`src/rtl/rw_timing_sched_if.sv`:
```
// rtl/rw_timing_sched_if.sv - host/encoder handshake bundle for the DRAM timing scheduler
//
// Purpose: groups the host request handshake and the per-cycle command strobes
//          of rw_timing_sched into one bundle.
// Signals:
//   cmd_rdy      host -> sched  request valid (host holds it until accepted)
//   request      host -> sched  2-bit request code: 0=RD 1=WR 2=RDA 3=WRA
//   busy         sched -> host  high = request will not be accepted this cycle
//   cur_req      sched -> enc   request latched at acceptance
//   act_rdy      sched -> enc   1-cycle strobe: issue ACT
//   cas_rdy      sched -> enc   1-cycle strobe: issue RD/WR/RDA/WRA per cur_req
//   pre_rdy      sched -> enc   1-cycle strobe: issue PRE
//   refresh_rdy  sched -> enc   1-cycle strobe: issue REF
//   des_rdy      sched -> enc   high whenever no other strobe is high
//   ref_overflow sched -> host  sticky: refresh demand exceeded the postpone limit
interface rw_timing_sched_if;
   logic       cmd_rdy;
   logic [1:0] request;
   logic       busy;
   logic [1:0] cur_req;
   logic       act_rdy;
   logic       cas_rdy;
   logic       pre_rdy;
   logic       refresh_rdy;
   logic       des_rdy;
   logic       ref_overflow;

   modport master (
      output cmd_rdy, request,
      input  busy, cur_req, act_rdy, cas_rdy, pre_rdy, refresh_rdy, des_rdy, ref_overflow
   );

   modport slave (
      input  cmd_rdy, request,
      output busy, cur_req, act_rdy, cas_rdy, pre_rdy, refresh_rdy, des_rdy, ref_overflow
   );
endinterface

```
`src/rtl/rw_timing_sched.sv`:
```
// rtl/rw_timing_sched.sv - per-request DRAM timing scheduler with refresh timer
//
// Purpose: accepts one host RD/WR/RDA/WRA request at a time and sequences
//          ACT -> CAS -> PRE while enforcing tRCD, tRAS, RD/WR-to-PRE, tRP and
//          tRFC. Owns the periodic refresh timer and the postponed-refresh count.
// Ports:
//   i_clk  in  clock, rising edge
//   i_rst  in  asynchronous active-high reset
//   bus    slave modport of rw_timing_sched_if (request handshake + strobes)
module rw_timing_sched #(
   parameter int TRCD    = 11,
   parameter int TRAS    = 28,
   parameter int TRP     = 11,
   parameter int RD2PRE  = 6,
   parameter int WR2PRE  = 25,
   parameter int TRFC    = 160,
   parameter int TREFI   = 6240,
   parameter int MAXPEND = 8
) (
   input  logic             i_clk,
   input  logic             i_rst,
   rw_timing_sched_if.slave bus
);
   localparam int TW = (TREFI > 1) ? $clog2(TREFI) : 1;
   localparam int PW = $clog2(MAXPEND + 1);

   typedef enum logic [3:0] {
      S_IDLE, S_ACT, S_TRCD, S_CAS, S_TWAIT, S_PRE, S_TRP, S_REF, S_TRFC
   } state_t;

   state_t        r_state;
   logic [15:0]   r_cnt;      // remaining cycles of the current tRCD/tRP/tRFC wait
   logic [7:0]    r_ras_cnt;  // remaining cycles until the tRAS term allows precharge
   logic [7:0]    r_x_cnt;    // remaining cycles until the CAS-to-PRE term allows precharge
   logic [TW-1:0] r_timer;
   logic [PW-1:0] r_pend;
   logic [1:0]    r_cur_req;
   logic          r_act;
   logic          r_cas;
   logic          r_pre;
   logic          r_ref;
   logic          r_des;
   logic          r_ovf;

   logic w_busy;
   logic w_wrap;
   logic w_ref_go;
   logic w_pre_ok;

   assign w_busy   = (r_state != S_IDLE) || (r_pend != '0);
   assign w_wrap   = (r_timer == TW'(TREFI - 1));
   assign w_ref_go = (r_state == S_IDLE) && (r_pend != '0);
   // Precharge point is the later of ACT+tRAS and CAS+X; both counters must be spent.
   assign w_pre_ok = (r_ras_cnt == 8'd0) && (r_x_cnt == 8'd0);

   always_ff @(posedge i_clk or posedge i_rst) begin
      if (i_rst) begin
         r_state   <= S_IDLE;
         r_cnt     <= '0;
         r_ras_cnt <= '0;
         r_x_cnt   <= '0;
         r_timer   <= '0;
         r_pend    <= '0;
         r_cur_req <= '0;
         r_act     <= 1'b0;
         r_cas     <= 1'b0;
         r_pre     <= 1'b0;
         r_ref     <= 1'b0;
         r_des     <= 1'b1;
         r_ovf     <= 1'b0;
      end else begin
         r_timer <= w_wrap ? '0 : r_timer + 1'b1;

         // A wrap coinciding with a REF launch leaves the pending count unchanged.
         if (w_wrap && !w_ref_go) begin
            if (r_pend == PW'(MAXPEND)) r_ovf <= 1'b1;
            else                        r_pend <= r_pend + 1'b1;
         end else if (w_ref_go && !w_wrap) begin
            r_pend <= r_pend - 1'b1;
         end

         if (r_ras_cnt != 8'd0) r_ras_cnt <= r_ras_cnt - 1'b1;
         if (r_x_cnt != 8'd0)   r_x_cnt   <= r_x_cnt - 1'b1;

         r_act <= 1'b0;
         r_cas <= 1'b0;
         r_pre <= 1'b0;
         r_ref <= 1'b0;
         r_des <= 1'b1;

         case (r_state)
            S_IDLE: begin
               if (w_ref_go) begin
                  r_state <= S_REF;
                  r_ref   <= 1'b1;
                  r_des   <= 1'b0;
                  r_cnt   <= 16'(TRFC - 1);
               end else if (bus.cmd_rdy) begin
                  r_cur_req <= bus.request;
                  r_state   <= S_ACT;
                  r_act     <= 1'b1;
                  r_des     <= 1'b0;
                  r_cnt     <= 16'(TRCD - 1);
                  r_ras_cnt <= 8'(TRAS - 1);
               end
            end
            S_ACT, S_TRCD: begin
               if (r_cnt == 16'd0) begin
                  r_state <= S_CAS;
                  r_cas   <= 1'b1;
                  r_des   <= 1'b0;
                  // request bit 0 selects write timing
                  r_x_cnt <= r_cur_req[0] ? 8'(WR2PRE - 1) : 8'(RD2PRE - 1);
               end else begin
                  r_cnt   <= r_cnt - 1'b1;
                  r_state <= S_TRCD;
               end
            end
            S_CAS, S_TWAIT: begin
               if (w_pre_ok) begin
                  r_cnt <= 16'(TRP - 1);
                  // request bit 1 marks auto-precharge: the device closes the row itself
                  if (r_cur_req[1]) begin
                     r_state <= S_TRP;
                  end else begin
                     r_state <= S_PRE;
                     r_pre   <= 1'b1;
                     r_des   <= 1'b0;
                  end
               end else begin
                  r_state <= S_TWAIT;
               end
            end
            S_PRE, S_TRP: begin
               if (r_cnt == 16'd0) begin
                  r_state <= S_IDLE;
               end else begin
                  r_cnt   <= r_cnt - 1'b1;
                  r_state <= S_TRP;
               end
            end
            S_REF, S_TRFC: begin
               if (r_cnt == 16'd0) begin
                  r_state <= S_IDLE;
               end else begin
                  r_cnt   <= r_cnt - 1'b1;
                  r_state <= S_TRFC;
               end
            end
            default: r_state <= S_IDLE;
         endcase
      end
   end

   assign bus.busy         = w_busy;
   assign bus.cur_req      = r_cur_req;
   assign bus.act_rdy      = r_act;
   assign bus.cas_rdy      = r_cas;
   assign bus.pre_rdy      = r_pre;
   assign bus.refresh_rdy  = r_ref;
   assign bus.des_rdy      = r_des;
   assign bus.ref_overflow = r_ovf;
endmodule

```
`src/flat_wrapper.sv`:
```
// flat-port wrapper written by rule: the top's interface ports become plain ports
module rw_timing_sched_flat 
#(
   parameter int TRCD    = 11,
   parameter int TRAS    = 28,
   parameter int TRP     = 11,
   parameter int RD2PRE  = 6,
   parameter int WR2PRE  = 25,
   parameter int TRFC    = 160,
   parameter int TREFI   = 6240,
   parameter int MAXPEND = 8
)
  (i_clk, i_rst, bus_cmd_rdy, bus_request, bus_busy, bus_cur_req, bus_act_rdy, bus_cas_rdy, bus_pre_rdy, bus_refresh_rdy, bus_des_rdy, bus_ref_overflow);
  rw_timing_sched_if bus_i ();
  input  logic i_clk;
  input  logic i_rst;
  input wire logic [$bits(bus_i.cmd_rdy)-1:0] bus_cmd_rdy;
  input wire logic [$bits(bus_i.request)-1:0] bus_request;
  output wire logic [$bits(bus_i.busy)-1:0] bus_busy;
  output wire logic [$bits(bus_i.cur_req)-1:0] bus_cur_req;
  output wire logic [$bits(bus_i.act_rdy)-1:0] bus_act_rdy;
  output wire logic [$bits(bus_i.cas_rdy)-1:0] bus_cas_rdy;
  output wire logic [$bits(bus_i.pre_rdy)-1:0] bus_pre_rdy;
  output wire logic [$bits(bus_i.refresh_rdy)-1:0] bus_refresh_rdy;
  output wire logic [$bits(bus_i.des_rdy)-1:0] bus_des_rdy;
  output wire logic [$bits(bus_i.ref_overflow)-1:0] bus_ref_overflow;
  assign bus_i.cmd_rdy = bus_cmd_rdy;
  assign bus_i.request = bus_request;
  assign bus_busy = bus_i.busy;
  assign bus_cur_req = bus_i.cur_req;
  assign bus_act_rdy = bus_i.act_rdy;
  assign bus_cas_rdy = bus_i.cas_rdy;
  assign bus_pre_rdy = bus_i.pre_rdy;
  assign bus_refresh_rdy = bus_i.refresh_rdy;
  assign bus_des_rdy = bus_i.des_rdy;
  assign bus_ref_overflow = bus_i.ref_overflow;
  rw_timing_sched #(.TRCD(TRCD), .TRAS(TRAS), .TRP(TRP), .RD2PRE(RD2PRE), .WR2PRE(WR2PRE), .TRFC(TRFC), .TREFI(TREFI), .MAXPEND(MAXPEND)) u_core (.i_clk(i_clk), .i_rst(i_rst), .bus(bus_i));
endmodule
```
`config.mk`:
```
export PLATFORM = sky130hd
export DESIGN_NAME = rw_timing_sched_flat
export DESIGN_NICKNAME = d
export VERILOG_FILES = /design/src/rtl/rw_timing_sched_if.sv /design/src/rtl/rw_timing_sched.sv /design/src/flat_wrapper.sv
export SDC_FILE = /design/constraint.sdc
export NUM_CORES = 1
export LEC_CHECK = 0
export BUFFER_PORTS_ARGS = -buffer_cell sky130_fd_sc_hd__buf_2
export CAP_MARGIN = 5
export CELL_PAD_IN_SITES_DETAIL_PLACEMENT = 1
export CELL_PAD_IN_SITES_GLOBAL_PLACEMENT = 2
export CORE_ASPECT_RATIO = 1.4
export CORE_MARGIN = 2
export CORE_UTILIZATION = 43
export CTS_CLUSTER_DIAMETER = 150
export CTS_CLUSTER_SIZE = 28
export DETAILED_ROUTE_END_ITERATION = 10
export HOLD_SLACK_MARGIN = 0.05
export PLACE_DENSITY = 0.9
export SLEW_MARGIN = 20
export SYNTH_ARGS = -nofsm -noshare
export SYNTH_HDL_FRONTEND = slang
export SYNTH_SLANG_ARGS = --single-unit
```
`constraint.sdc`:
```
create_clock -name i_clk -period 4.5 [get_ports i_clk]
set_input_delay 0.675 -clock i_clk [delete_from_list [all_inputs] [get_ports i_clk]]
set_output_delay 0.675 -clock i_clk [all_outputs]
set_load 0.02 [all_outputs]
```
== Yosys cells after proc, flatten, opt, wreduce, memory -nomap -nowiden ==
Index checks and enable logic that the tools add are counted.

* Register bits after elaboration: 61
* Latch bits: 0
* Memory bits (writable): 0
* Bits in read-only memories: 0
* Output and inout port bits: 9
* Word-level logic and storage cells: 101
* Memories: 0

* Add/sub/neg operators: 6
* $mul: 0
* Divide/modulo/power cells: 0
* Magnitude comparators: 0
* Equal/unequal tests: 14
* Shift operators: 0
* Multiplexer cells: 41
* Bitwise logic cells: 1
* Reductions and logical operators: 26

{| class="wikitable"
|+ Operators with widths
! kind !! number
|-
| $mux 16 || 4
|-
| $mux 8 || 7
|-
| $pmux 16 s3 || 1
|-
| $mux 4 || 6
|-
| $pmux 4 s5 || 1
|-
| $eq 4x3->1 const B || 4
|-
| $logic_not 16->1 || 1
|-
| $logic_not 8->1 || 2
|-
| $mux 1 || 16
|-
| $reduce_bool 8->1 || 2
|-
| $sub 16x1->16 const B || 1
|-
| $sub 8x1->8 const B || 2
|-
| $add 13x1->13 const B || 1
|-
| $eq 13x13->1 const B || 1
|-
| $mux 13 || 1
|-
| $eq 4x2->1 const B || 2
|-
| $eq 4x4->1 const B || 2
|-
| $reduce_bool 4->1 || 2
|-
| $reduce_or 2->1 || 4
|-
| $reduce_or 6->1 || 1
|-
| $mux 5 || 1
|-
| $add 4x1->4 const B || 1
|-
| $eq 4x1->1 const B || 1
|-
| $logic_and 1x1->1 || 4
|-
| other kinds (16) || 20
|}

== Depth between registers and ports, before layout ==
Gate-level depths: netlist of the first run.

* Depth in word-level cells: 6
* Gate-level depth with buffers: 9

== Worst setup path after synthesis of the first run ==
OpenSTA, ideal clock, no wires.

* Path type: flip-flop to flip-flop
* Start point: reg u_core.r_state[0]
* End point: reg u_core.r_pend[3]
* Setup time: 0.123 ns
* Arrival: 2.273 ns
* Data required time: 4.377 ns
* Slack: 2.104 ns
* Stages on the path, launching flop included: 9
* Buffers on the path: 0
* Clock period less this slack: 2.396 ns
* Cells stage by stage: dfrtp_1 > or4_1 > o2111ai_1 > ha_1 > a21o_1 > a21oi_1 > xnor2_1 > nand2_1 > xnor2_1

* Cells in the longest elaborated chain, start to end: 6
* Elaborated cells on any way between the ends: 9
* Classes of those cells: 1 x eq/ne; 1 x mux; 7 x reduce/logical

{| class="wikitable"
|+ Ends and longest elaborated chain
! what !! RTL line !! source
|-
| start: declaration || rw_timing_sched.sv:31 || <nowiki>state_t r_state;</nowiki>
|-
| start signal: assignment || rw_timing_sched.sv:58 || <nowiki>r_state <= S_IDLE;</nowiki>
|-
| start signal: assignment || rw_timing_sched.sv:94 || <nowiki>r_state <= S_REF;</nowiki>
|-
| start signal: assignment || rw_timing_sched.sv:100 || <nowiki>r_state <= S_ACT;</nowiki>
|-
| $logic_not 4->1 (*) || rw_timing_sched.sv:52 || <nowiki>assign w_ref_go = (r_state == S_IDLE) && (r_pend != '0);</nowiki>
|-
| $logic_and 1x1->1 (*) || rw_timing_sched.sv:52 ||
|-
| $logic_not 1->1 || rw_timing_sched.sv:75 || <nowiki>if (w_wrap && !w_ref_go) begin</nowiki>
|-
| $logic_and 1x1->1 || rw_timing_sched.sv:75 ||
|-
| $ne 2x2->1 (no source line) / $reduce_bool 2->1 (equally long branches) || -- ||
|-
| $reduce_and 2->1 (no source line) || -- ||
|-
| end signal: assignment || rw_timing_sched.sv:77 || <nowiki>else r_pend <= r_pend + 1'b1;</nowiki>
|-
| end signal: assignment || rw_timing_sched.sv:79 || <nowiki>r_pend <= r_pend - 1'b1;</nowiki>
|-
| end: declaration || rw_timing_sched.sv:36 || <nowiki>logic [PW-1:0] r_pend;</nowiki>
|}

Every way passes the cells marked *; elsewhere a longest branch is shown, timed or not.
A chain may end at the register's enable or synchronous reset.

== Final worst setup path of the first run ==
Ends and elaborated chain as after synthesis.

==> metrics.yaml, run 1 <==
routing:
  m1WireLength_mm: 3.24
  wl_met2_mm: 4.07
  drt_pass1_iterations: 4
  routedWlPerCell_um: 16.9
  post-route-drc-count: 0
  top_layer_used: "met4"
  via_per_inst: 5.86
  wl_met3_um: 209
  drt-initial-drc-count: 107
  vias: 2666
  drtAntennaViolNets: 0
  wl_mm: 7.71
synth:
  synthDistinctLibCells: 57
  ys_warn_count: 0
  syn-cell-area_um2: 3280
  synth_edf_count: 0
  ys_seq_area_frac: 0.465
  syn_nets: 353
  synth.avg_cell_area_um2: 9.68
  ys.flop_type: "dfrtp_1"
  synth_area_leaders: "dfrtp_1 46%, xnor2_1 4.0%, nand2_1 3.8%, nor2_1 3.7%, xor2_1 3.2%"
  synth-seq-cells: 61
  synthCells: 339
  yosysTopAreaCell: "dfrtp_1"
  synth_top_area_share: 0.457
  synth-async-reset-ratio: 1.00
die:
  die_x_um: 77.8
  core_um2: 7360
  rows: 37
  start_util: 0.446
  dieArea_um2: 8360
  pin_count: 14
  die_h_um: 107
power_and_ir_drop:
  finalPower_uw: 2320
  power_density_nw_per_um2: 644
  cellLeakagePower_uw: 0.00162
  vdd_drop_max_mv: 0.201
cells_and_area:
  antenna_cells: 0
  layout_commonest_cell: "dfrtp_1"
  area_growth_pct: 9.80
  nNetsFinal: 368
  final_cell_mix: "60 x dfrtp_1, 33 x nand2_1, 32 x nor2_1"
  n_fill_cell: 841
  drive_gt1_frac: 0.126
timing:
  setup_viol: 0
  slew-limit-headroom: 0.483
  period_share: 0.611
  worst_pin_slew_ns: 0.776
  maxSlewViolCount: 0
  fin_tns_setup_ns: 0
  fin_skew_ns: 0.00634
  clock.fmax_ghz: 0.364
  min_period_ns: 2.75
  rsz0062_at_grt: "no"
  finalHoldViolCount: 0
  setup_slack_ns: 1.75
global_route:
  grt_pass1_vias: 2789
  grt_pass1_wl_mm: 13.6
  track_usage: 0.208
  gr-total-overflow: 0
  antenna_found_initial: 0
  grt_max_degree: 62
clock_network:
  tritoncts: "yes"
  cts.repair.resized: 0
  htreeDepth: 3
  path_clk_slew_ns: 0.07
  cts_buffer_depth: 2
  cts_sinks: 61
  numCtsBuffers: 9
  post-cts-setup-buffers: 0
  clock_latency_ns: 0.34
  cts_root_buf: "clkbuf_8"
  hold_buffers: 0
placement:
  post-dp-hpwl_mm: 5.55
  routabilityCongestion: 0.796
  io_buffer_count: 13
  dp_slack_ns: 1.77
setup_path:
  arrival_ns: 2.98
  crit_fanout: 11
  startpoint_type: "register"
  critPathCaptureType: "register"
  criticalPathCategory: "reg -> reg"
  required_ns: 4.73
run:
  maxCapViolations: 0
outcome:
  status: "completed"
min_path:
  hold_class: "reg -> reg"
[Yosys cell counts (2+ instances only)]
cell type	number
nor2b_1	2
nand2_1	33
o211ai_1	2
xnor2_1	15
a21oi_1	16
nand4_1	2
or3_1	6
or2_2	3
nor4b_1	5
nor3_4	2
or4_4	3
or4_1	3
nor2_1	32
nand2b_1	2
nor3_1	12
o21ai_0	13
o31ai_1	9
a21o_1	3
nand3_1	12
xor2_1	12
maj3_1	2
ha_1	8
a31oi_1	8
a2bb2oi_1	3
clkbuf_1	8
inv_1	11
nor4_1	8
buf_2	3
dfrtp_1	60
and2_1	2
o22ai_1	4
nor3b_1	3
and3_1	6
o32ai_1	2
and4_1	2
[registers in the layout (all words and copies together), names as in the netlist]
| signal | count |
|---|---|
| u_core.bus.cur_req | 2 |
| u_core.r_ras_cnt | 8 |
| u_core.r_pend | 4 |
| u_core.r_state | 4 |
| u_core.bus.pre_rdy | 1 |
| u_core.r_x_cnt | 8 |
| u_core.bus.refresh_rdy | 1 |
| u_core.bus.ref_overflow | 1 |
| u_core.bus.cas_rdy | 1 |
| u_core.r_timer | 13 |
| u_core.r_cnt | 16 |
| u_core.bus.des_rdy | 1 |
| u_core.bus.act_rdy | 1 |
[through the flow]
| step | instances | utilization | cell area [um2] | hold slack, ns |
|---|---|---|---|---|
| 2_1_floorplan | 339 | - | 3280 | 0.448 |
| 3_3_place_gp | 440 | 0.467 | 3440 | 0.455 |
| 3_5_place_dp | 440 | 0.467 | 3440 | 0.456 |
| 4_1_cts | 455 | 0.490 | 3600 | 0.473 |
| 5_1_grt | 455 | 0.490 | 3600 | 0.507 |
| 6_report | 455 | 0.490 | 3600 | 0.474 |
[layer usage]
layer / global-route usage / vias up
met2: 0.361 / 33
met4: 0.0969 / 0
met5: 0 / -
met3: 0.0453 / 16
met1: 0.243 / 1344
li1: - / 1273
[power breakdown]
part / switching [uW] / leakage [uW] / internal, uW / total, uW
Sequential: 208 / 0.000782 / 704 / 912
Clock: 214 / 0.0000877 / 207 / 421
Combinational: 583 / 0.000746 / 406 / 989
[final cells by class]
| cell class | count | area (um2) | share of cell area |
|---|---|---|---|
| Clock buffer | 10 | 138 | 0.0382 |
| Clock inverter | 5 | 27.5 | 0.00764 |
| Inverter | 11 | 41.3 | 0.0115 |
| Multi-Input combinational cell | 255 | 1660 | 0.461 |
| Sequential cell | 61 | 1530 | 0.424 |
| Tap cell | 97 | 121 | 0.0337 |
| Timing Repair Buffer | 16 | 87.6 | 0.0243 |
[cell families after synthesis]
kind of cell | count (synthesis) | synth area share
and+or+nand+nor | 144 | 0.242
AOI/OAI and AO/OA | 72 | 0.146
DFF | 61 | 0.465
xor gates and xnor gates | 27 | 0.0721
buffers and inverters | 23 | 0.0286
adders and majority gates | 11 | 0.0427
muxes | 1 | 0.00343
[path summary, 6_finish.rpt]
kind	start	end	slack, ns	cells past startpoint
worst min-delay path	u_core.bus.ref_overflow$_DFFE_PP0P_	u_core.bus.ref_overflow$_DFFE_PP0P_	0.47	1
worst max register to register	u_core.r_state[0]$_DFFE_PP0P_	u_core.r_pend[3]$_DFFE_PP0P_	1.75	8
min in group asynchronous	i_rst	u_core.r_ras_cnt[7]$_DFF_PP0_	0.54	3
worst max-delay path	u_core.r_state[0]$_DFFE_PP0P_	u_core.r_pend[3]$_DFFE_PP0P_	1.75	8
worst min register to register	u_core.bus.ref_overflow$_DFFE_PP0P_	u_core.bus.ref_overflow$_DFFE_PP0P_	0.47	1
max in group asynchronous	i_rst	u_core.r_cnt[11]$_DFFE_PP0P_	3.44	3
[critical path: stages (launching register included)]
cell and delay (ns):
dfrtp_1 0.49, or4_1 0.60, o2111ai_1 0.50, ha_1 0.34, a21o_1 0.18, a21oi_1 0.17
xnor2_1 0.13, nand2_1 0.08, xnor2_1 0.13
Power figures use the tool's default switching activity.
==> inputs of run 2 (changes only) <==
- ABC_AREA: not set -> 1
- CORE_UTILIZATION: 43 -> 36
- PLACE_DENSITY: 0.9 -> 0.83
- clock period: 4.5 -> 2.65 ns (I/O delays scaled with it)
==> run 2 against run 1 <==
  * Fmax rose by 17%
  * Via count up 9.9%
  * Worst setup slack got worse by 1.4 ns
  * Sequential cell count did not move
  * Area after synthesis grew 6.3%
  * Sequential power up 62%
  * Critical path depth is 6 higher
  * Combinational power increased by 110%
  * Sequential share of layout area shrank 4.1 points
  * Utilization down 6.7 points
  * Critical endpoint unchanged
  * Largest power group unchanged
==> metrics.yaml, run 2 <==
outcome:
  status: "completed"
cells_and_area:
  n_fill_cell: 1182
  final_cell_mix: "131 x nand2_1, 67 x inv_1, 64 x nor2_1"
  nNetsFinal: 502
  layout_commonest_cell: "nand2_1"
  antenna_cells: 0
  drive_gt1_frac: 0.122
  layout.cells.non_filler: 603
  reg_top3: "u_core.r_cnt (16), u_core.r_timer (13)"
  top_register: "u_core.r_cnt"
  largest_reg_flops: 16
  area_growth_pct: 14.4
min_path:
  hold_class: "in -> reg"
  hold_path_depth: 3
clock_network:
  numCtsBuffers: 9
  htreeDepth: 3
  cts_buffer_depth: 2
  cts_root_buf: "clkbuf_16"
  clock_latency_ns: 0.33
  cts_sinks: 61
  post-cts-setup-buffers: 0
  path_clk_slew_ns: 0.06
  tritoncts: "yes"
power_and_ir_drop:
  vdd_drop_max_mv: 0.400
  cellLeakagePower_uw: 0.00211
  finalPower_uw: 4620
  clkPwrFrac: 0.240
  p_sw_frac: 0.446
  p_switching_uw: 2060
  p_seq_frac: 0.320
  p_int_uw: 2560
  power_density_nw_per_um2: 1160
  power_frac_comb: 0.440
run:
  maxCapViolations: 0
die:
  die_h_um: 120
  start_util: 0.369
  dieArea_um2: 10500
  core_um2: 9460
  pin_count: 14
  rows: 42
  die_x_um: 87.2
global_route:
  grt_pass1_vias: 3207
  gr-total-overflow: 0
  antenna_found_initial: 0
  track_usage: 0.178
  grt_pass1_wl_mm: 14.6
  grt_max_degree: 52
placement:
  io_buffer_count: 13
  routabilityCongestion: 0.829
  post-place-cells: 586
  post-dp-hpwl_mm: 6.17
timing:
  clock.fmax_ghz: 0.427
  min_period_ns: 2.34
  fin_skew_ns: 0.00697
  finalHoldViolCount: 0
  maxSlewViolCount: 0
  setup_viol: 0
  rsz0062_at_grt: "no"
  worst_pin_slew_ns: 0.442
  slew-limit-headroom: 0.705
  fin_tns_setup_ns: 0
  period_share: 0.885
synth:
  yosysMostFrequentCell: "nand2_1"
  synthDistinctLibCells: 32
  syn_nets: 478
  synth_area_leaders: "dfrtp_1 43%, nand2_1 14%, inv_1 7.3%, nor2_1 7.0%, xor2_1 4.8%"
  synthTopCellsByCount: "132 x nand2_1, 68 x inv_1, 65 x nor2_1, 60 x dfrtp_1, 32 x nand3_1"
  ys.flop_type: "dfrtp_1"
  yosysTopAreaCell: "dfrtp_1"
  ys_seq_area_frac: 0.438
  synth-seq-cells: 61
  syn-cell-area_um2: 3490
  synth-async-reset-ratio: 1.00
  synthCells: 464
  synth.avg_cell_area_um2: 7.52
  ys_warn_count: 0
  synth_top_area_share: 0.430
  synth_edf_count: 0
setup_path:
  crit_fanout: 5
  startpoint_type: "register"
  criticalPathCategory: "reg -> reg"
  required_ns: 2.87
  rr_worst_depth: 14
  arrival_ns: 2.57
  critPathCaptureType: "register"
routing:
  vias: 2930
  wl_mm: 8.29
  via_per_inst: 4.86
  post-route-drc-count: 0
  drtAntennaViolNets: 0
  routedWlPerCell_um: 13.7
  drt-initial-drc-count: 95
  drt_pass1_iterations: 4
==> run 2: final cells by class <==
type / count / area, um2 / share of cell area
flip-flops and latches: 61 / 1530 / 0.383
clock inverters: 3 / 20.0 / 0.00501
inverters: 70 / 263 / 0.0658
well taps: 110 / 138 / 0.0345
clock buffers: 13 / 260 / 0.0652
repair buffers: 16 / 103 / 0.0257
multi-input cells: 330 / 1680 / 0.421
==> run 2: logic make-up after synthesis <==
group                    count (synthesis)  share of synthesized area
AND/OR/NAND/NOR                        263                      0.329
buffers and inverters                   73                     0.0832
flip-flops                              61                      0.438
AO/OA/AOI/OAI                           35                     0.0581
XOR/XNOR                                23                     0.0577
adder cells (fa/ha/maj)                  9                     0.0344
==> run 2: per-layer routing <==
metal  vias up  global-route usage  part of all wire
met5         -                   0                 0
met4         0              0.0529             0.015
met3        11              0.0416             0.021
met2        23               0.319              0.52
met1      1420               0.206              0.44
li1       1476                   -                 -
==> run 2: metrics by stage <==
step / hold WS, ns / util / setup slack, ns / cell area, um2
2_1_floorplan: 0.433 / - / 0.482 / 3490
3_3_place_gp: 0.342 / 0.390 / 0.314 / 3690
3_5_place_dp: 0.346 / 0.390 / 0.183 / 3690
4_1_cts: 0.283 / 0.421 / 0.144 / 3980
5_1_grt: 0.290 / 0.422 / 0.0509 / 3990
6_report: 0.288 / 0.422 / 0.305 / 3990
==> run 2: final timing paths <==
check,to,start,slack (ns)
max in group asynchronous,u_core.bus.des_rdy$_DFF_PP1_,i_rst,1.52
hold / removal,u_core.bus.cur_req[1]$_DFFE_PP0P_,bus_request[1],0.29
setup reg to reg,u_core.r_pend[3]$_DFFE_PP0P_,u_core.r_timer[0]$_DFF_PP0_,0.31
min in group asynchronous,u_core.r_pend[2]$_DFFE_PP0P_,i_rst,0.54
setup / recovery,u_core.r_pend[3]$_DFFE_PP0P_,u_core.r_timer[0]$_DFF_PP0_,0.31
hold reg to reg,u_core.r_timer[0]$_DFF_PP0_,u_core.r_timer[0]$_DFF_PP0_,0.47
==> run 2: power by group through the flow <==
stage,Clock [uW],Sequential (uW),Combinational (uW)
final,1110,1480,2030
after global routing,1190,1530,2380
after CTS,1140,1480,2090
after detailed placement,0,1490,2070
after global placement,0,1480,2000
after floorplan,0,1460,1630
==> run 2: timing repair <==
item | 4_1_cts | 5_1_grt
hold buffers | 1 | 0
gates resized for setup | 0 | 3
hold endpoints to repair | 10 | 0
setup endpoints to repair | 0 | 1
==> run 2: critical path: stages, from the launching register on <==
cell and delay, ns:
dfrtp_1 0.37, ha_1 0.22, nand3_1 0.12, nor2_2 0.16, nand3_2 0.12, inv_1 0.15, nand2_2 0.11, ha_1 0.33
and3_1 0.19, nor2_1 0.12, inv_1 0.06, nand2_1 0.08, nand3_1 0.08, nand2_1 0.07, nand2_1 0.04
